==> src/rtl/osc_pkg.sv <==
// Shared types and constants for the note oscillator slice.
// Latency: n/a (package only).
// Backpressure: n/a (package only).
package osc_pkg;

    // Default width of the full-period count and smallest audible period.
    localparam int W       = 16;
    localparam int MIN_DIV = 2;

    // Offset-binary midscale: the sample value whenever no note is sounding.
    localparam logic [7:0] SAMPLE_MID = 8'h80;

    typedef enum logic [1:0] {
        IDLE = 2'd0,
        HIGH = 2'd1,
        LOW  = 2'd2
    } osc_state_t;

endpackage

==> src/rtl/osc_period_counter.sv <==
// Period counter: latches the period length, counts cycles and flags the phase split and period end.
// Latency: load/clear/increment take effect at the next clk edge; the hit flags are combinational from the registers.
// Backpressure: none; the owning FSM decides every cycle whether to load, clear or count.
//
// Ports:
//   clk, nrst       clock and asynchronous active-low reset
//   load            latch div_in into div_lat and restart the count at 0
//   clr             restart the count at 0, keeping div_lat
//   inc             advance the count by one
//   div_in          full-period count to latch on load
//   half_hit        count is on the last cycle of the high phase
//   end_hit         count is on the last cycle of the whole period
module osc_period_counter #(
    parameter int W = osc_pkg::W
) (
    input  logic         clk,
    input  logic         nrst,
    input  logic         load,
    input  logic         clr,
    input  logic         inc,
    input  logic [W-1:0] div_in,
    output logic         half_hit,
    output logic         end_hit
);

    logic [W-1:0] count;
    logic [W-1:0] div_lat;
    logic [W-1:0] half;

    // High phase gets the floor of half the period, so odd periods spend
    // the extra cycle in the low phase.
    assign half     = div_lat >> 1;
    assign half_hit = (count == half - W'(1));
    assign end_hit  = (count == div_lat - W'(1));

    // The count runs 0..div_lat-1 and is reloaded at every boundary, so it
    // never wraps.
    always_ff @(posedge clk or negedge nrst) begin
        if (!nrst) begin
            count   <= '0;
            div_lat <= '0;
        end else if (load) begin
            div_lat <= div_in;
            count   <= '0;
        end else if (clr) begin
            count   <= '0;
        end else if (inc) begin
            count   <= count + W'(1);
        end
    end

endmodule

==> src/rtl/note_oscillator.sv <==
// Note oscillator: turns a full-period count into a glitch-free square wave and offset-binary sample.
// Latency: 1 cycle from note_on with a legal div_in to the first high cycle and period_tick.
// Backpressure: none; div_in and note_on are sampled only at period boundaries (or while idle).
//
// Ports:
//   clk, nrst       10 MHz clock and asynchronous active-low reset
//   note_on         key held (level)
//   div_in          full-period count for the selected note/octave
//   wave_out        1 during the high phase
//   sample_out      midscale+AMP high, midscale-AMP low, midscale idle
//   period_tick     one-cycle pulse in the first cycle of every period
//   active          1 whenever a period is in progress
module note_oscillator #(
    parameter int         W       = osc_pkg::W,
    parameter int         MIN_DIV = osc_pkg::MIN_DIV,
    parameter logic [7:0] AMP     = 8'd96
) (
    input  logic         clk,
    input  logic         nrst,
    input  logic         note_on,
    input  logic [W-1:0] div_in,
    output logic         wave_out,
    output logic [7:0]   sample_out,
    output logic         period_tick,
    output logic         active
);

    import osc_pkg::*;

    localparam logic [7:0] SAMPLE_HI = SAMPLE_MID + AMP;
    localparam logic [7:0] SAMPLE_LO = SAMPLE_MID - AMP;

    osc_state_t state;
    osc_state_t state_nxt;
    logic       start_ok;
    logic       load;
    logic       clr;
    logic       inc;
    logic       half_hit;
    logic       end_hit;

    // Periods shorter than MIN_DIV cannot be split into two phases; treat them as silence.
    assign start_ok = note_on && (div_in >= W'(MIN_DIV));

    osc_period_counter #(
        .W (W)
    ) u_cnt (
        .clk      (clk),
        .nrst     (nrst),
        .load     (load),
        .clr      (clr),
        .inc      (inc),
        .div_in   (div_in),
        .half_hit (half_hit),
        .end_hit  (end_hit)
    );

    // Inputs are only looked at while idle or on the last cycle of a period,
    // which is what keeps pitch/key changes free of runt pulses.
    always_comb begin
        state_nxt = state;
        load      = 1'b0;
        clr       = 1'b0;
        inc       = 1'b0;
        case (state)
            IDLE: begin
                if (start_ok) begin
                    state_nxt = HIGH;
                    load      = 1'b1;
                end
            end
            HIGH: begin
                inc = 1'b1;
                if (half_hit) begin
                    state_nxt = LOW;
                end
            end
            LOW: begin
                if (end_hit) begin
                    if (start_ok) begin
                        state_nxt = HIGH;
                        load      = 1'b1;
                    end else begin
                        state_nxt = IDLE;
                        clr       = 1'b1;
                    end
                end else begin
                    inc = 1'b1;
                end
            end
            default: begin
                state_nxt = IDLE;
                clr       = 1'b1;
            end
        endcase
    end

    // Outputs are decoded from the next state so they line up with the state
    // register; every load marks the first cycle of a new period.
    always_ff @(posedge clk or negedge nrst) begin
        if (!nrst) begin
            state       <= IDLE;
            wave_out    <= 1'b0;
            sample_out  <= SAMPLE_MID;
            period_tick <= 1'b0;
            active      <= 1'b0;
        end else begin
            state       <= state_nxt;
            wave_out    <= (state_nxt == HIGH);
            period_tick <= load;
            active      <= (state_nxt != IDLE);
            case (state_nxt)
                HIGH:    sample_out <= SAMPLE_HI;
                LOW:     sample_out <= SAMPLE_LO;
                default: sample_out <= SAMPLE_MID;
            endcase
        end
    end

endmodule

==> config.mk <==
export PLATFORM = sky130hd
export DESIGN_NAME = note_oscillator
export DESIGN_NICKNAME = d
export VERILOG_FILES = /design/src/rtl/osc_pkg.sv /design/src/rtl/osc_period_counter.sv /design/src/rtl/note_oscillator.sv
export SDC_FILE = /design/constraint.sdc
export NUM_CORES = 1
export LEC_CHECK = 0
export ABC_AREA = 1
export CORE_MARGIN = 2
export CORE_UTILIZATION = 30
export CTS_BUF_LIST = sky130_fd_sc_hd__clkbuf_4
export DETAILED_ROUTE_END_ITERATION = 16
export PLACE_DENSITY_LB_ADDON = 0.2
export SETUP_SLACK_MARGIN = 0.4
export SYNTH_ARGS = -nofsm -noshare
export SYNTH_HDL_FRONTEND = slang
export SYNTH_SLANG_ARGS = --single-unit
==> constraint.sdc <==
create_clock -name clk -period 2.9 [get_ports clk]
set_input_delay 0.29 -clock clk [delete_from_list [all_inputs] [get_ports clk]]
set_output_delay 0.29 -clock clk [all_outputs]
set_load 0.005 [all_outputs]
; After elaboration in Yosys (flattened, before gate mapping)
; Cells that the tools add are included.
[classes]
n_addsub = 3
magnitude_cmp = 1
eq_ne = 6
mux = 17
n_reduce_logical = 5
[op_table]
columns = cell, n
row1 = two-way mux 16 bit, 3
row2 = equality test 16 bit, 2
row3 = adder 16 x 1 -> 16 bit (second input constant), 1
row4 = >= comparator 16 x 2 -> 1 bit (second input constant), 1
row5 = case mux 8 bit (2 select lines), 1
row6 = subtractor 15 x 1 -> 16 bit (second input constant), 1
row7 = subtractor 16 x 1 -> 16 bit (second input constant), 1
row8 = two-way mux 1 bit, 6
row9 = two-way mux 2 bit, 3
row10 = case mux 1 bit (2 select lines), 3
row11 = case mux 2 bit (3 select lines), 1
row12 = equality test 2 x 1 -> 1 bit (second input constant), 2
row13 = equality test 2 bit (second input constant), 2
row14 = nonzero test 3 bit, 1
row15 = logical NOT 2 bit, 1
row16 = nonzero test 2 bit, 1
row17 = OR reduction 2 bit, 1
row18 = logical AND 1 bit, 1
[totals]
reg_bits = 45
in_bits = 19
wordCells = 39

; Longest topological paths before layout
[depth]
word_depth = 7
ltp_mapped = 20
depth_no_buf = 19

; By module
; From an unflattened synthesis, not the netlist that was laid out.
[hier_totals]
hier_cells = 463
hier_area_um2 = 3141.8
[modules_own_cells]
columns = mod, n_inst, cells_each, area_per_inst_um2, seq_area_each_um2
row1 = osc_period_counter, 1, 394, 2622.5, 800.8
row2 = note_oscillator, 1, 69, 519.2, 176.4

; Least setup slack after synthesis
; Ideal clock, no wire load.
[synth_path]
path_type = register to register
start = reg u_cnt.div_lat[2]
end = reg sample_out[5]
setup_ns = 0.126
t_arrival_ns = 2.250
t_required_ns = 2.774
setup_slack_ns = 0.524
stages_incl_launch_ff = 18
period_less_slack_ns = 2.376
cell_sequence = dfrtp_1 -> inv_1 -> ha_1 -> nand2_1 -> nor2_4 -> nand2_1 -> nand2_1 -> nand2_1 -> nor2_1 -> nand3_1 -> nor2_1 -> nand4_1 -> nand2_1 -> buf_4 -> inv_2 -> nand2_1 -> nand2_1 -> ha_1
[synth_via]
elab_chain_cells = 6
elab_cells_between_ends = 10
classes_between = add/sub: 2 / eq/ne: 4 / mux: 4
[synth_rtl]
columns = element, line
row1 = from (decl), osc_period_counter.sv:27  ; logic [W-1:0] div_lat;
row2 = from (signal assigned), osc_period_counter.sv:43  ; div_lat <= div_in;
row3 = subtractor 16 x 1 -> 16 bit or subtractor 15 x 1 -> 16 bit (tied branches), "osc_period_counter.sv:34, osc_period_counter.sv:33"
row4 = "equality test 16 bit, on equally long branches", "osc_period_counter.sv:34, osc_period_counter.sv:33"
row5 = "two-way mux 2 bit, on equally long branches", "note_oscillator.sv:79, note_oscillator.sv:74"
row6 = case mux 2 bit (3 select lines) *, note_oscillator.sv:65  ; case (state)
row7 = equality test 2 bit or equality test 2 x 1 -> 1 bit (tied branches), note_oscillator.sv:112  ; case (state_nxt)
row8 = case mux 8 bit (2 select lines) *, note_oscillator.sv:112
row9 = to (signal assigned), note_oscillator.sv:113  ; HIGH: sample_out <= SAMPLE_HI;
row10 = to (signal assigned), note_oscillator.sv:114  ; LOW: sample_out <= SAMPLE_LO;
row11 = to (signal assigned), note_oscillator.sv:115  ; default: sample_out <= SAMPLE_MID;
row12 = to (decl), note_oscillator.sv:23  ; output logic [7:0] sample_out,
; Mark *: on every way between the ends. The rest lies on a longest branch, timed or not.
; A chain may end at the register's enable or synchronous reset.

; Worst setup path in the final report
; Same ends and word-level chain as after synthesis.

==> run metrics <==
crit path max fanout 5; clock-pin slew on the worst setup and hold paths roughly 0.13 ns; vias in the first global route roughly 3,500; nets@finish ~650; Port-buffer cells 24; flip-flop and latch count after synthesis 39; EDFF count, synth 0; H-tree depth 2; Synth async-reset ratio 1.00; hold_buf cts 0; outcome finished, final reports clean; warnings from Yosys 0; maxcap violations 0; clk buf depth 2; Max Fclk around 420 MHz; share of cells above drive strength 1 0.179; Initial Utilization 0.306; FF+latch area approximately 990 um^2; Leak 2.19 nW; Syn-to-layout area delta 20.9%; crit end category register; Post-Route WL approximately 11 mm; ranking of synthesized cells by instance count nand2_1, nor2_1, nand3_1; Slew @ Worst Pin between 0.9 and 1 ns; Yosys cell types 35; multi-input logic area ~0.0024 mm^2; die area approximately 0.013 mm^2; Placeable Area 0.0120 mm^2; WL/cell ~14 um; drt pass-1 iters 5; synth top area cells dfrtp_1, nand2_1, nand3_1; Cell Pwr Density roughly 210 mW/mm^2; Layout Cells excl Fill around 770; met1 usage 0.227; Mean Syn Cell Area around 6.3 um^2; DR vias/cell 4.72; unrepaired setup endpoints after global routing true; post-DP HPWL between 8 and 9 mm; slowest CP cell dfrtp_2; Fill cells around 1,300; Synth area leader dfrtp_1; largest net degree at the start of global routing 40; register area share after synthesis 0.267; ys flop type dfrtp_1; CP Class reg2reg; Critical Path AT about 2.6 ns; clock insertion delay at the later pin of the skew report roughly 0.34 ns; CTS tree done; DRT iter0 DRCs just under 200; crit share post-route 0.820; count of standard-cell rows 40; initial antenna violation count 0; final antenna-violating net count 0; routing usage on met2 0.284; DR vias ~3,600; critical-path cell list inv_4 -> ha_4 -> nand2_4 -> nor2_4 -> nand2_2 -> nand2_1 -> nand2_2 -> nor2_2 -> nand3_1 -> nor2_2 -> nand4_1 -> nand2_2 -> inv_4 -> nand2_2 -> nand2_2 -> ha_1; Root Buffer clkbuf_4; # IOs 30; delay-heaviest family, CP simple AND/OR/NAND/NOR gates; # diodes 0; TNS Setup 0 ns; Final Skew ~0.016 ns; Final min period approximately 2.4 ns; gr usage total 0.167; detailed-route DRC error count 0; post-synth top area share 0.260; clk sinks 39; placed cell count 733; Req. time, crit path roughly 3.1 ns; CP Buf/Inv Count 2; Chip Width 115 um; Die H between 100 and 150 um; maximum vdd drop between 0.1 and 0.15 mV; Post-Synthesis Cells 580; Worst Hold Class in2async; most common cell in the netlist nand2_1; CP max stage delay 0.48 ns; Critical Path Start Type register; area of the mapped netlist 0.00366 mm^2; # setup viols final 0; Routability Congestion 0.897; fin. max-slew vios 0; relative max-transition margin 0.393; crit-path most repeated cell nand2_2; global-route wire length before repair around 17 mm; GR Overflow Total 0; CTS buffer count 5; met3 Use GR 0.0185; GRT Max-Usage Layer met2; Fin. Hold Viols 0
## final cells by class
type	instances	area share
multi-input cells	447	0.547
flip-flops and latches	39	0.223
repair buffers	55	0.109
well taps	147	0.0415
inverters	71	0.0624
clock inverters	3	0.00876
clock buffers	5	0.00848
## placed cells by master, fill, tap and decap left out, types with 9 or more instances in the layout
master           Yosys  routed
nor2_1              74      65
dfrtp_1             38      29
dfrtp_2              0       9
nand3_1             68      67
o21ai_0             19      19
buf_4                9      30
nor2_2               6       9
clkdlybuf4s50_1      0      23
inv_1               67      64
nor2_4               4      10
nand2_1            182     165
xnor2_1             11      11
xor2_1              29      29
nand2_2              4      18
## final timing paths
path                       cells after the start  slack, ns                 to        startpoint
setup reg to reg                              16       0.52      sample_out[5]  u_cnt.div_lat[2]
hold / removal                                 1       0.06  u_cnt.div_lat[14]              nrst
setup / recovery                              16       0.52      sample_out[5]  u_cnt.div_lat[2]
max in group asynchronous                      1       2.21     u_cnt.count[8]              nrst
hold reg to reg                                2       0.65   u_cnt.div_lat[9]  u_cnt.div_lat[9]
min in group clk                               3       0.51   u_cnt.div_lat[7]         div_in[7]
## routing by layer
metal  share of wire  up-vias
met4          0.0077        0
met3           0.035        6
met2            0.49       69
met5               0        -
met1            0.47     1682
li1                -     1861
## power breakdown
group | switching [mW] | internal [mW] | total [mW]
Clock | 0.187 | 0.178 | 0.365
Combinational | 0.0203 | 0.0221 | 0.0424
Sequential | 0 | 0.544 | 0.544
Total | 0.207 | 0.743 | 0.951
## registers in the layout, indices dropped and copies added (netlist names)
register / cells
period_tick: 1
u_cnt.div_lat: 16
u_cnt.count: 16
state: 2
active: 1
sample_out: 2
wave_out: 1
## cells by family (layout without fill, tap and decap cells)
kind of cell             count (synthesis)  count (layout)  share of synthesized area
XOR/XNOR                                41              41                      0.100
adder cells (fa/ha/maj)                 10              10                     0.0342
buffers and inverters                   98             134                      0.117
AND/OR/NAND/NOR                        363             363                      0.440
flip-flops                              39              39                      0.267
AO/OA/AOI/OAI                           28              28                     0.0410
other                                    1               5                    0.00102
## repair_timing
action                     CTS  global route
setup endpoints to repair   37            33
pin swaps                    0            19
gates resized for setup     14            43
buffers inserted             1            25
## per-stage QoR
stage | cell area, um^2 | util | hold WS [ns] | power, mW | worst slack, ns
6_report | 4430 | 0.370 | 0.0556 | 0.951 | 0.522
5_1_grt | 4430 | 0.370 | 0.120 | 0.994 | 0.355
4_1_cts | 4120 | 0.344 | 0.0898 | 0.972 | 0.410
3_5_place_dp | 3990 | 0.333 | 0.461 | 0.598 | 0.129
3_3_place_gp | 3990 | 0.333 | 0.485 | 0.598 | 0.165
2_1_floorplan | 3680 | - | -0.00559 | 0.564 | 0.524
Power figures use the tool's default switching activity.
